File: config.mk
export PLATFORM = sky130hd
export DESIGN_NAME = mc_ctrl_fsm
export DESIGN_NICKNAME = d
export VERILOG_FILES = /design/src/rtl/mips_ctrl_pkg.sv /design/src/rtl/mc_imm_aluop.sv /design/src/rtl/mc_ctrl_fsm.sv
export SDC_FILE = /design/constraint.sdc
export NUM_CORES = 1
export LEC_CHECK = 0
export ABC_AREA = 0
export CORE_MARGIN = 5
export CORE_UTILIZATION = 42
export DETAILED_ROUTE_END_ITERATION = 10
export PLACE_DENSITY = 0.8
export SYNTH_ARGS = -nofsm -noshare
export SYNTH_HDL_FRONTEND = slang
export SYNTH_SLANG_ARGS = --single-unit
File: constraint.sdc
create_clock -name clk -period 3.4 [get_ports clk]
set_input_delay 0.85 -clock clk [delete_from_list [all_inputs] [get_ports clk]]
set_output_delay 0.85 -clock clk [all_outputs]
set_load 0.02 [all_outputs]
File: src/rtl/mips_ctrl_pkg.sv
// rtl/mips_ctrl_pkg.sv - shared state, opcode and select encodings for the multicycle controller
package mips_ctrl_pkg;

   // Controller states; three 4-bit encodings are unused and recover to FETCH
   typedef enum logic [3:0] {
      ST_FETCH    = 4'd0,
      ST_DECODE   = 4'd1,
      ST_MEMADR   = 4'd2,
      ST_MEMRD    = 4'd3,
      ST_MEMWB    = 4'd4,
      ST_MEMWR    = 4'd5,
      ST_RTEX     = 4'd6,
      ST_RTWB     = 4'd7,
      ST_IMMEX    = 4'd8,
      ST_IMMWB    = 4'd9,
      ST_BRANCH   = 4'd10,
      ST_JUMP     = 4'd11,
      ST_BRANCHNE = 4'd12
   } state_e;

   localparam logic [5:0] OP_RTYPE = 6'b000000;
   localparam logic [5:0] OP_LW    = 6'b100011;
   localparam logic [5:0] OP_SW    = 6'b101011;
   localparam logic [5:0] OP_BEQ   = 6'b000100;
   localparam logic [5:0] OP_BNE   = 6'b000101;
   localparam logic [5:0] OP_ADDI  = 6'b001000;
   localparam logic [5:0] OP_ANDI  = 6'b001100;
   localparam logic [5:0] OP_ORI   = 6'b001101;
   localparam logic [5:0] OP_SLTI  = 6'b001010;
   localparam logic [5:0] OP_DADDI = 6'b011000;
   localparam logic [5:0] OP_J     = 6'b000010;

   localparam logic [2:0] ALUOP_ADD   = 3'b000;
   localparam logic [2:0] ALUOP_AND   = 3'b001;
   localparam logic [2:0] ALUOP_OR    = 3'b010;
   localparam logic [2:0] ALUOP_SLT   = 3'b011;
   localparam logic [2:0] ALUOP_DADD  = 3'b100;
   localparam logic [2:0] ALUOP_SUB   = 3'b101;
   localparam logic [2:0] ALUOP_RTYPE = 3'b111;

   localparam logic [1:0] ALUSRCB_RT    = 2'b00;
   localparam logic [1:0] ALUSRCB_FOUR  = 2'b01;
   localparam logic [1:0] ALUSRCB_IMM   = 2'b10;
   localparam logic [1:0] ALUSRCB_IMMSH = 2'b11;

   localparam logic [1:0] PCSRC_ALU    = 2'b00;
   localparam logic [1:0] PCSRC_ALUOUT = 2'b01;
   localparam logic [1:0] PCSRC_JUMP   = 2'b10;

endpackage

File: src/rtl/mc_imm_aluop.sv
// rtl/mc_imm_aluop.sv - opcode to ALU operation class map for immediate instructions
module mc_imm_aluop
   import mips_ctrl_pkg::*;
#(
   parameter int OPW  = 6,
   parameter int AOPW = 3
) (
   input  logic [OPW-1:0]  op,
   output logic [AOPW-1:0] aluop
);

   // Select the ALU class for an immediate opcode; non-immediate opcodes fall back to ADD
   always_comb begin
      aluop = AOPW'(ALUOP_ADD);
      if      (op == OPW'(OP_ANDI))  aluop = AOPW'(ALUOP_AND);
      else if (op == OPW'(OP_ORI))   aluop = AOPW'(ALUOP_OR);
      else if (op == OPW'(OP_SLTI))  aluop = AOPW'(ALUOP_SLT);
      else if (op == OPW'(OP_DADDI)) aluop = AOPW'(ALUOP_DADD);
   end

endmodule

File: src/rtl/mc_ctrl_fsm.sv
// rtl/mc_ctrl_fsm.sv - multicycle MIPS main controller; MC_CTRL_BNE_EN adds BNE and the branch_ne output
module mc_ctrl_fsm
   import mips_ctrl_pkg::*;
#(
   parameter int OPW  = 6,
   parameter int AOPW = 3
) (
   input  logic            clk,
   input  logic            reset,
   input  logic [OPW-1:0]  op,
   input  logic            zero,
   input  logic            mem_ready,
   output logic            pcwrite,
   output logic            pcwritecond,
   output logic            iord,
   output logic            memread,
   output logic            memwrite,
   output logic            irwrite,
   output logic            regdst,
   output logic            memtoreg,
   output logic            regwrite,
   output logic            alusrca,
   output logic [1:0]      alusrcb,
   output logic [1:0]      pcsrc,
   output logic [AOPW-1:0] aluop,
`ifdef MC_CTRL_BNE_EN
   output logic            branch_ne,
`endif
   output logic            illegal
);

   state_e          state_q;
   state_e          state_d;
   logic [AOPW-1:0] imm_aluop;
   logic            unused_zero;

   // zero is consumed by the datapath branch qualifier, never by the state sequence
   assign unused_zero = zero;

   mc_imm_aluop #(.OPW(OPW), .AOPW(AOPW)) u_imm_aluop (
      .op    (op),
      .aluop (imm_aluop)
   );

   // State register; reset aborts any access in flight and restarts at FETCH
   always_ff @(posedge clk or posedge reset) begin
      if (reset) state_q <= ST_FETCH;
      else       state_q <= state_d;
   end

   // Next-state and per-state datapath controls
   always_comb begin
      state_d     = state_q;
      pcwrite     = 1'b0;
      pcwritecond = 1'b0;
      iord        = 1'b0;
      memread     = 1'b0;
      memwrite    = 1'b0;
      irwrite     = 1'b0;
      regdst      = 1'b0;
      memtoreg    = 1'b0;
      regwrite    = 1'b0;
      alusrca     = 1'b0;
      alusrcb     = ALUSRCB_RT;
      pcsrc       = PCSRC_ALU;
      aluop       = AOPW'(ALUOP_ADD);
      illegal     = 1'b0;
`ifdef MC_CTRL_BNE_EN
      branch_ne   = 1'b0;
`endif
      case (state_q)
         ST_FETCH: begin
            memread = 1'b1;
            alusrcb = ALUSRCB_FOUR;
            // IR and PC+4 are committed only when the instruction word arrives
            if (mem_ready) begin
               irwrite = 1'b1;
               pcwrite = 1'b1;
               state_d = ST_DECODE;
            end
         end
         ST_DECODE: begin
            alusrcb = ALUSRCB_IMMSH;
            if (op == OPW'(OP_LW) || op == OPW'(OP_SW)) state_d = ST_MEMADR;
            else if (op == OPW'(OP_RTYPE))                state_d = ST_RTEX;
            else if (op == OPW'(OP_BEQ))                  state_d = ST_BRANCH;
            else if (op == OPW'(OP_ADDI) || op == OPW'(OP_ANDI) || op == OPW'(OP_ORI) ||
                     op == OPW'(OP_SLTI) || op == OPW'(OP_DADDI))
               state_d = ST_IMMEX;
            else if (op == OPW'(OP_J))                    state_d = ST_JUMP;
`ifdef MC_CTRL_BNE_EN
            else if (op == OPW'(OP_BNE))                  state_d = ST_BRANCHNE;
`endif
            else begin
               illegal = 1'b1;
               state_d = ST_FETCH;
            end
         end
         ST_MEMADR: begin
            alusrca = 1'b1;
            alusrcb = ALUSRCB_IMM;
            state_d = (op == OPW'(OP_SW)) ? ST_MEMWR : ST_MEMRD;
         end
         ST_MEMRD: begin
            iord    = 1'b1;
            memread = 1'b1;
            if (mem_ready) state_d = ST_MEMWB;
         end
         ST_MEMWB: begin
            regwrite = 1'b1;
            memtoreg = 1'b1;
            state_d  = ST_FETCH;
         end
         ST_MEMWR: begin
            iord     = 1'b1;
            memwrite = 1'b1;
            if (mem_ready) state_d = ST_FETCH;
         end
         ST_RTEX: begin
            alusrca = 1'b1;
            aluop   = AOPW'(ALUOP_RTYPE);
            state_d = ST_RTWB;
         end
         ST_RTWB: begin
            regwrite = 1'b1;
            regdst   = 1'b1;
            state_d  = ST_FETCH;
         end
         ST_IMMEX: begin
            alusrca = 1'b1;
            alusrcb = ALUSRCB_IMM;
            aluop   = imm_aluop;
            state_d = ST_IMMWB;
         end
         ST_IMMWB: begin
            regwrite = 1'b1;
            state_d  = ST_FETCH;
         end
         ST_BRANCH: begin
            alusrca     = 1'b1;
            aluop       = AOPW'(ALUOP_SUB);
            pcwritecond = 1'b1;
            pcsrc       = PCSRC_ALUOUT;
            state_d     = ST_FETCH;
         end
         ST_JUMP: begin
            pcwrite = 1'b1;
            pcsrc   = PCSRC_JUMP;
            state_d = ST_FETCH;
         end
`ifdef MC_CTRL_BNE_EN
         ST_BRANCHNE: begin
            alusrca     = 1'b1;
            aluop       = AOPW'(ALUOP_SUB);
            pcwritecond = 1'b1;
            pcsrc       = PCSRC_ALUOUT;
            branch_ne   = 1'b1;
            state_d     = ST_FETCH;
         end
`endif
         default: state_d = ST_FETCH;
      endcase
   end

endmodule

==> results of run 1 <==
## path summary, 6_finish.rpt
path / from / end / slack, ns / cells past startpoint
setup / recovery: op[2] / illegal / 0.12 / 6
hold / removal: state_q[1]$_DFFE_PP0P_ / state_q[0]$_DFFE_PP0P_ / 0.68 / 2
setup reg to reg: state_q[2]$_DFFE_PP0P_ / state_q[1]$_DFFE_PP0P_ / 2.01 / 4
hold reg to reg: state_q[1]$_DFFE_PP0P_ / state_q[0]$_DFFE_PP0P_ / 0.68 / 2
max in group asynchronous: reset / state_q[2]$_DFFE_PP0P_ / 2.42 / 2
min in group asynchronous: reset / state_q[3]$_DFFE_PP0P_ / 0.82 / 2
## metrics by stage
stage	area, um2	util, %
final	1046	70.25
after global routing	1046	70.25
after CTS	1055	70.84
after detailed placement	1032	69.33
after global placement	1032	69.33
after floorplan	654.4	-
## Yosys cell counts (2+ instances only)
library cell and count:
nor2_1 14, a21oi_1 6, nand2_1 8, o31ai_1 2, nor3_1 6, and3_1 2, buf_2 3, o21ai_0 11
nand2b_1 6, inv_1 5, clkbuf_1 5, dfrtp_1 4, nor2b_1 2, xor2_1 2
## worst min-delay path, delay by kind of cell (launching register included)
kind                   cells  cell delay [ns]
flip-flops                 1             0.34
buffers and inverters      1             0.21
AO/OA/AOI/OAI              1             0.09
## routing by layer
metal,global-route usage [%],vias to the layer above,share of wire [%]
li1,-,441,-
met1,17.68,406,39
met2,34.98,52,52
met3,1.205,11,6.9
met4,6.987,0,1.9
met5,0,-,0
## cell families (layout without fill, tap and decap cells)
group | Yosys count | count (layout) | share of synthesized area (%)
AND/OR/NAND/NOR | 50 | 50 | 42.64
AO/OA/AOI/OAI | 29 | 29 | 28.30
buffers and inverters | 15 | 53 | 9.751
flip-flops | 4 | 4 | 15.30
XOR/XNOR | 3 | 3 | 4.016
## area by class of cell
class / count / area, um2 / area share, %
well taps: 16 / 20.02 / 1.914
repair buffers: 45 / 389.1 / 37.20
clock buffers: 3 / 22.52 / 2.153
multi-input cells: 82 / 495.5 / 47.37
inverters: 5 / 18.77 / 1.794
flip-flops and latches: 4 / 100.1 / 9.569
## power breakdown
group,switching [uW],leakage [uW],internal [uW]
logic,246,0.000374,190
clock network,24.1,0.0000138,39.8
registers,7.47,0.0000537,60.8
## what timing repair did
item / in CTS / in global routing
resized for setup: 9 / 6
hold endpoints to repair: 0 / 0
pin swaps: 0 / 0
setup endpoints to repair: 4 / 3
==> qor.csv, run 1 <==
stage,metric,value,unit
hold_path,hold_path_class,flip-flop to flip-flop,
synth,synthCells,101,
final_layout,largest_register,state_q,
clock_network,clock_latency,0.24,ns
placement,post-place-ws,-0.3479,ns
critical_path,cp_top_family,compound AO/OA/AOI/OAI gates,
timing,rsz0062_at_grt,false,
final_layout,syn_to_final_growth,59.85,%
synth,synth_edf_count,0,
synth,ys_dominant_reg_cell,dfrtp_1,
timing,worstMarginPinSlew,0.3542,ns
synth,synth_nets,111,
timing,slew_headroom,75.78,%
timing,holdWs,0.6833,ns
critical_path,cp_slowest_stage_delay,0.47,ns
synth,ys.warnings.count,0,
critical_path,worstPathRequired,2.55,ns
drt,num_vias,910,
clock_network,root_buffer,clkbuf_4,
critical_path,crit_type,input port to output pin,
global_routing,grt-ovfl-total,0,
drt,drtAntennaViolNets,0,
synth,syn_area_per_cell,6.479,um2
critical_path,worst_ep_arrival_time,2.43,ns
critical_path,path_cells,clkdlybuf4s50_1 > nor2b_1 > o21ai_0 > o221ai_1 > a2111oi_2 > buf_4,
synth,synth_area_leader_cell,dfrtp_1,
synth,ys_seq_area_share,15.30,%
power_and_ir_drop,p_per_area,543.0,nW/um2
placement,gp_congestion,0.8190,
clock_network,numCtsBuffers,3,
final_layout,nNetsFinal,151,
drt,wl,2.116,mm
drt,drc,0,
placement,dp_hpwl,1.623,mm
timing,final.setup.tns,0,ns
clock_network,cts_buffer_depth,2,
final_layout,layout_commonest_cell,clkdlybuf4s50_1,
final_layout,fill_cells,142,
critical_path,endpoint_kind,output pin,
synth,yosys-top-cells-area,"dfrtp_1, o21ai_0, nor2_1",
synth,syn_area,654.4,um2
synth,synth_top_cell_area_share,15.30,%
final_layout,layout_common_cells,"clkdlybuf4s50_1, buf_4, nor2_1",
power_and_ir_drop,max-vdd-ir-drop,0.3373,mV
global_routing,grt_util_all_layers,17.31,%
timing,finalHoldViolCount,0,
drt,drtPass1Iterations,4,
critical_path,path_buf_inv,2,
drt,drt-vias-per-instance,5.871,
clock_network,cts.sinks,4,
timing,slew_viol_final,0,
final_layout,final_cells,155,
timing,finalWorstSetupSlack,0.1193,ns
global_routing,grt_max_degree,21,
timing,finalSetupViolCount,0,
final_layout,reg.largest.list,state_q (4),
final_layout,diodes,0,
synth,yosys_register_bits,4,
floorplanning,coreArea,1489,um2
clock_network,post-cts-setup-buffers,0,
timing,fmax,304.8,MHz
outcome,status,completed,
global_routing,grt_pass1_vias,849,
final_layout,largest_reg_flops,4,
floorplanning,dieArea,2447,um2
floorplanning,dieWidth,49.47,um
power_and_ir_drop,p_leak,0.0004418,uW
drt,drtIter0Drc,18,
clock_network,tritoncts,built,
global_routing,grt_pass1_wl,3.470,mm
timing,period_needed,3.281,ns
clock_network,clkTransAtPathRegs,0.04,ns
timing,finClkSkew,0.002449,ns
placement,place_inst,152,
floorplanning,ioPinCount,28,
timing,post-route-period-util,96.49,%
power_and_ir_drop,finalPower,568.0,uW
drt,wl_per_cell,13.65,um
placement,io_buffers,26,
floorplanning,rows,14,
floorplanning,start_util,43.95,%
critical_path,worst_path_max_delay_cell,clkdlybuf4s50_1,
critical_path,cp-start-kind,input port,
clock_network,cts_htree_levels,1,
global_routing,antenna_found_initial,0,
job,cap_violations,0,
synth,async_flop_share,100.0,%
floorplanning,die_height,49.47,um
final_layout,drive_gt1_share,21.58,%
synth,ys_types,39,
critical_path,critPathMaxFanout,5,
clock_network,cts_hold_buf,0,
(Power assumes the default switching activity.)
==> inputs of run 2 (changes only) <==
--- a/config.mk
+++ b/config.mk
@@ -7,9 +7,9 @@
 export LEC_CHECK = 0
 export ABC_AREA = 0
 export CORE_MARGIN = 5
-export CORE_UTILIZATION = 42
+export CORE_UTILIZATION = 41
 export DETAILED_ROUTE_END_ITERATION = 10
-export PLACE_DENSITY = 0.8
+export PLACE_DENSITY = 0.78
 export SYNTH_ARGS = -nofsm -noshare
 export SYNTH_HDL_FRONTEND = slang
 export SYNTH_SLANG_ARGS = --single-unit
==> constraint.sdc (replaced) <==
create_clock -name clk -period 3.5 [get_ports clk]
set_input_delay 0.875 -clock clk [delete_from_list [all_inputs] [get_ports clk]]
set_output_delay 0.875 -clock clk [all_outputs]
set_load 0.02 [all_outputs]
==> run 2 against run 1 <==
Effect of this change: hold slack gained 0.024 ns; non-clock buffer count down 1; worst setup slack lost 0.0098 ns; first-iteration DRC count increased by 61%; sequential cell count unchanged; final cell count decreased by 0.65%; utilization decreased by 1.3 points; critical path type unchanged; critical endpoint is now aluop[1].
==> qor.csv, run 2 (same netlist as run 1, synthesis figures left out) <==
stage,metric,value,unit
outcome,status,completed,
placement,io_buffers,26,
timing,slew_viol_final,0,
power_and_ir_drop,p_per_area,519.5,nW/um2
critical_path,worst_path_max_delay_cell,clkdlybuf4s50_1,
power_and_ir_drop,finalPower,539.5,uW
timing,finalWorstSetupSlack,0.1095,ns
final_layout,drive_gt1_share,19.57,%
power_and_ir_drop,p_leak,0.0004511,uW
floorplanning,rows,14,
drt,wl_per_cell,13.17,um
final_layout,reg.largest.list,state_q (4),
clock_network,post-cts-setup-buffers,0,
critical_path,r2r_slack,2.04,ns
clock_network,clock_latency,0.25,ns
power_and_ir_drop,seq_power_share,13.7,%
clock_network,cts_hold_buf,0,
power_and_ir_drop,switching_share,49.35,%
floorplanning,dieArea,2495,um2
placement,gp_congestion,0.8355,
floorplanning,dieWidth,49.95,um
timing,post-route-period-util,96.87,%
drt,wl,2.028,mm
critical_path,endpoint_kind,output pin,
timing,period_needed,3.390,ns
power_and_ir_drop,p_comb_share,74.8,%
drt,num_vias,858,
critical_path,cp_top_family,buffers and inverters,
clock_network,cts.sinks,4,
hold_path,hold_depth,2,
final_layout,nNetsFinal,150,
timing,holdWs,0.7072,ns
timing,finClkSkew,0.006107,ns
timing,worstMarginPinSlew,0.3561,ns
power_and_ir_drop,intPower,273.3,uW
critical_path,worstPathRequired,2.62,ns
clock_network,numCtsBuffers,3,
drt,drt-vias-per-instance,5.571,
timing,slew_headroom,75.65,%
floorplanning,die_height,49.95,um
clock_network,cts_htree_levels,1,
power_and_ir_drop,p_sw,266.2,uW
final_layout,diodes,0,
critical_path,worst_ep_arrival_time,2.52,ns
placement,dp_hpwl,1.567,mm
hold_path,hold_path_class,flip-flop to flip-flop,
clock_network,cts_resized,3,
global_routing,grt_pass1_wl,3.394,mm
floorplanning,coreArea,1506,um2
critical_path,r2r-start,state_q[3]$_DFFE_PP0P_,
job,cap_violations,0,
global_routing,antenna_found_initial,0,
placement,post-place-ws,-0.2830,ns
global_routing,grt_util_all_layers,17.12,%
drt,drtIter0Drc,29,
floorplanning,ioPinCount,28,
timing,finalSetupViolCount,0,
drt,drtAntennaViolNets,0,
critical_path,r2r_cells,4,
final_layout,syn_to_final_growth,58.70,%
timing,rsz0062_at_grt,false,
timing,finalHoldViolCount,0,
timing,fmax,294.9,MHz
floorplanning,start_util,43.44,%
clock_network,root_buffer,clkbuf_4,
final_layout,largest_register,state_q,
hold_path,hp-start,state_q[1]$_DFFE_PP0P_,
final_layout,largest_reg_flops,4,
critical_path,path_buf_inv,2,
final_layout,layout_commonest_cell,clkdlybuf4s50_1,
final_layout,layout_common_cells,"clkdlybuf4s50_1, buf_4, nor2_1",
clock_network,cts_buffer_depth,2,
final_layout,fin_util,68.94,%
hold_path,min_to,state_q[0]$_DFFE_PP0P_,
power_and_ir_drop,max-vdd-ir-drop,0.2795,mV
critical_path,cp-start-kind,input port,
critical_path,r2r_end,state_q[1]$_DFFE_PP0P_,
timing,final.setup.tns,0,ns
critical_path,path_cells,clkdlybuf4s50_1 > or3b_2 > nor3_1 > nand2_1 > a21oi_1 > dlygate4sd2_1,
critical_path,crit_type,input port to output pin,
drt,drc,0,
critical_path,cp_slowest_stage_delay,0.48,ns
global_routing,grt_max_degree,21,
power_and_ir_drop,clkPwrFrac,11.5,%
drt,drtPass1Iterations,4,
critical_path,critPathMaxFanout,3,
clock_network,tritoncts,built,
global_routing,grt_pass1_vias,817,
clock_network,clkTransAtPathRegs,0.04,ns
global_routing,grt-ovfl-total,0,
[run 2: area by class of cell]
| cell class | instances | area (um2) |
|---|---|---|
| Timing Repair Buffer | 44 | 386.6 |
| Multi-Input combinational cell | 82 | 490.5 |
| Sequential cell | 4 | 100.1 |
| Inverter | 5 | 18.77 |
| Fill cell | 138 | 467.9 |
| Tap cell | 16 | 20.02 |
| Clock buffer | 3 | 22.52 |
[run 2: routing by layer]
layer | track usage [%] | part of all wire, % | vias up
met5 | 0 | 0 | -
met4 | 5.240 | 1.8 | 0
met3 | 3.916 | 6.8 | 6
met2 | 32.42 | 52 | 32
met1 | 18.20 | 39 | 382
li1 | - | - | 438
[run 2: how the worst max path moves through the flow]
stage                     startpoint  endpoint  slack, ns  cells past startpoint
final                          op[3]  aluop[1]       0.11                      6
after global routing           op[3]  aluop[1]       0.04                      6
after CTS                      op[2]   illegal       0.01                      6
after detailed placement       op[2]   illegal      -0.28                      6
after global placement         op[2]   illegal      -0.28                      6
after floorplan                op[2]   illegal       0.27                      5
[run 2: metrics by stage]
step | area [um2] | instances
global placement | 1025 | 151
detailed placement | 1025 | 151
floorplan | 654.4 | 101
global route | 1039 | 154
CTS | 1044 | 154
finish | 1039 | 154
[run 2: power by group through the flow]
stage	sequential, uW	clock [uW]	combinational [uW]
floorplan	64.0	0	252
finish	73.9	62.2	403
detailed placement	74.2	0	409
global route	76.5	66.4	438
CTS	73.5	62.0	408
global placement	73.4	0	400
[run 2: worst register-to-register path, stage by stage (launching register included)]
cell and delay (ns):
dfrtp_1 0.50, or4b_1 0.60, nor2_1 0.11, o21ai_0 0.09
o21ai_0 0.08
==> inputs of run 3 (changes only) <==
--- a/config.mk
+++ b/config.mk
@@ -7,9 +7,9 @@
 export LEC_CHECK = 0
 export ABC_AREA = 0
 export CORE_MARGIN = 5
-export CORE_UTILIZATION = 41
+export CORE_UTILIZATION = 25
 export DETAILED_ROUTE_END_ITERATION = 10
-export PLACE_DENSITY = 0.78
+export HOLD_SLACK_MARGIN = 0.1
 export SYNTH_ARGS = -nofsm -noshare
 export SYNTH_HDL_FRONTEND = slang
 export SYNTH_SLANG_ARGS = --single-unit
==> run 3 against run 2 <==
Effect of this change: hold slack improved by 0.0037 ns; critical path type unchanged; utilization down 27 points; highest routed layer is now met3; final cell count rose by 8.4%; clock power down 9.3%; maximum frequency is 1.3% higher; first-iteration DRC count up 3.4%.
==> qor.csv, run 3 (same netlist as run 1, synthesis figures left out) <==
stage,metric,value,unit
timing,post-route-period-util,95.61,%
final_layout,syn_to_final_growth,60.42,%
global_routing,grt-busiest-layer,met2,
critical_path,critPathMaxFanout,5,
drt,drt-vias-per-instance,4.916,
placement,dp_hpwl,1.571,mm
drt,drc,0,
timing,period_needed,3.346,ns
job,cap_violations,0,
clock_network,root_buffer,clkbuf_4,
clock_network,numCtsBuffers,3,
final_layout,diodes,0,
floorplanning,coreArea,2500,um2
critical_path,worstPathRequired,2.62,ns
hold_path,hold_depth,2,
timing,finClkSkew,0.004599,ns
final_layout,largest_reg_flops,4,
outcome,status,completed,
final_layout,drive_gt1_share,20.44,%
drt,wl,1.958,mm
timing,finalSetupViolCount,0,
clock_network,cts_buffer_depth,2,
final_layout,layout_commonest_cell,clkdlybuf4s50_1,
critical_path,r2r_cells,4,
global_routing,antenna_found_initial,0,
power_and_ir_drop,p_per_area,505.9,nW/um2
critical_path,endpoint_kind,output pin,
drt,drtAntennaViolNets,0,
floorplanning,rows,18,
final_layout,fin_util,41.99,%
final_layout,largest_register,state_q,
global_routing,grt_util_all_layers,10.96,%
floorplanning,ioPinCount,28,
placement,gp_congestion,0.8933,
critical_path,worst_path_max_delay_cell,or3b_2,
global_routing,grt-ovfl-total,0,
critical_path,cp_slowest_stage_delay,0.50,ns
clock_network,clock_latency,0.23,ns
drt,drtIter0Drc,30,
clock_network,clkTransAtPathRegs,0.04,ns
timing,finalHoldViolCount,0,
hold_path,hp-start,state_q[1]$_DFFE_PP0P_,
critical_path,cp_top_family,buffers and inverters,
critical_path,cp-start-kind,input port,
hold_path,hold_path_class,flip-flop to flip-flop,
drt,num_vias,821,
final_layout,seq_area,100.1,um2
final_layout,fill_cells,273,
critical_path,worst_ep_arrival_time,2.47,ns
floorplanning,dieArea,3741,um2
placement,io_buffers,26,
global_routing,use_met2,19.34,%
timing,final.setup.tns,0,ns
global_routing,grt_max_degree,21,
critical_path,path_cells,clkdlybuf4s50_1 > or3b_2 > nor3_1 > o21ai_0 > a21oi_1 > clkbuf_2,
global_routing,grt_pass1_vias,797,
drt,drtPass1Iterations,4,
clock_network,post-cts-setup-buffers,0,
timing,fmax,298.8,MHz
final_layout,nNetsFinal,149,
final_layout,layout_common_cells,"clkdlybuf4s50_1, buf_4, nor2_1",
global_routing,grt_use_met1,13.46,%
critical_path,path_buf_inv,2,
critical_path,crit_type,input port to output pin,
critical_path,r2r-start,state_q[3]$_DFFE_PP0P_,
critical_path,r2r_end,state_q[0]$_DFFE_PP0P_,
timing,holdWs,0.7109,ns
global_routing,grt_pass1_wl,3.243,mm
hold_path,min_to,state_q[0]$_DFFE_PP0P_,
final_layout,multi_input_area,495.5,um2
drt,wl_per_cell,11.72,um
floorplanning,dieWidth,61.16,um
timing,worstMarginPinSlew,0.3880,ns
clock_network,cts.sinks,4,
power_and_ir_drop,p_leak,0.0004438,uW
clock_network,cts_htree_levels,1,
timing,slew_headroom,73.46,%
timing,rsz0062_at_grt,false,
final_layout,reg.largest.list,state_q (4),
global_routing,grt.met3_usage,2.935,%
power_and_ir_drop,max-vdd-ir-drop,0.3271,mV
floorplanning,start_util,26.18,%
floorplanning,die_height,61.16,um
critical_path,r2r_slack,2.01,ns
timing,slew_viol_final,0,
clock_network,tritoncts,built,
run 3: cell types whose count changed in the layout (fill, tap and decap cells not counted), sizes merged:
cell / change
buf: -1
clkbuf: +1
dlygate4sd2: -1
run 3: worst reg2reg max path: cells and delay by family (launching register included):
family | cells | cell delay, ns
compound gates | 3 | 0.62
flops | 1 | 0.57
buf+inv | 1 | 0.23
run 3: metal layers:
| metal | wire, um | vias up |
|---|---|---|
| met2 | 952 | 22 |
| met5 | 0 | - |
| met3 | 114 | 0 |
| li1 | - | 434 |
| met1 | 890 | 365 |
| met4 | 0 | 0 |
run 3: power by group:
group,switching (uW),internal [uW]
sequential,15.6,58.9
clock,18.1,38.3
combinational,224,177
total,257,274
run 3: what timing repair did:
item,CTS,global route
resized for setup,4,8
endpoints found under the setup margin,3,4
hold buffers,0,0
run 3: worst max path at each step:
stage,from,endpoint,slack [ns],cells after the start
after floorplan,op[2],illegal,0.27,5
after global placement,op[4],aluop[0],-0.28,6
after detailed placement,op[4],aluop[0],-0.28,6
after CTS,op[2],illegal,0.02,6
after global routing,op[2],illegal,0.009,6
final,op[4],aluop[0],0.15,6
run 3: through the flow:
| step | total power [uW] | cell area (um2) | setup slack (ns) | std cells |
|---|---|---|---|---|
| 2_1_floorplan | 315.6 | 654.4 | 0.2741 | 101 |
| 3_3_place_gp | 476.1 | 1035 | -0.2754 | 164 |
| 3_5_place_dp | 480.3 | 1035 | -0.2780 | 164 |
| 4_1_cts | 536.4 | 1055 | 0.01521 | 167 |
| 5_1_grt | 581.3 | 1050 | 0.008653 | 167 |
| 6_report | 531.0 | 1050 | 0.1536 | 167 |
run 3: final cells by class:
class | count | share of cell area [%]
Clock buffer | 3 | 2.145
Inverter | 5 | 1.788
Multi-Input combinational cell | 82 | 47.20
Sequential cell | 4 | 9.535
Tap cell | 30 | 3.576
Timing Repair Buffer | 43 | 35.76
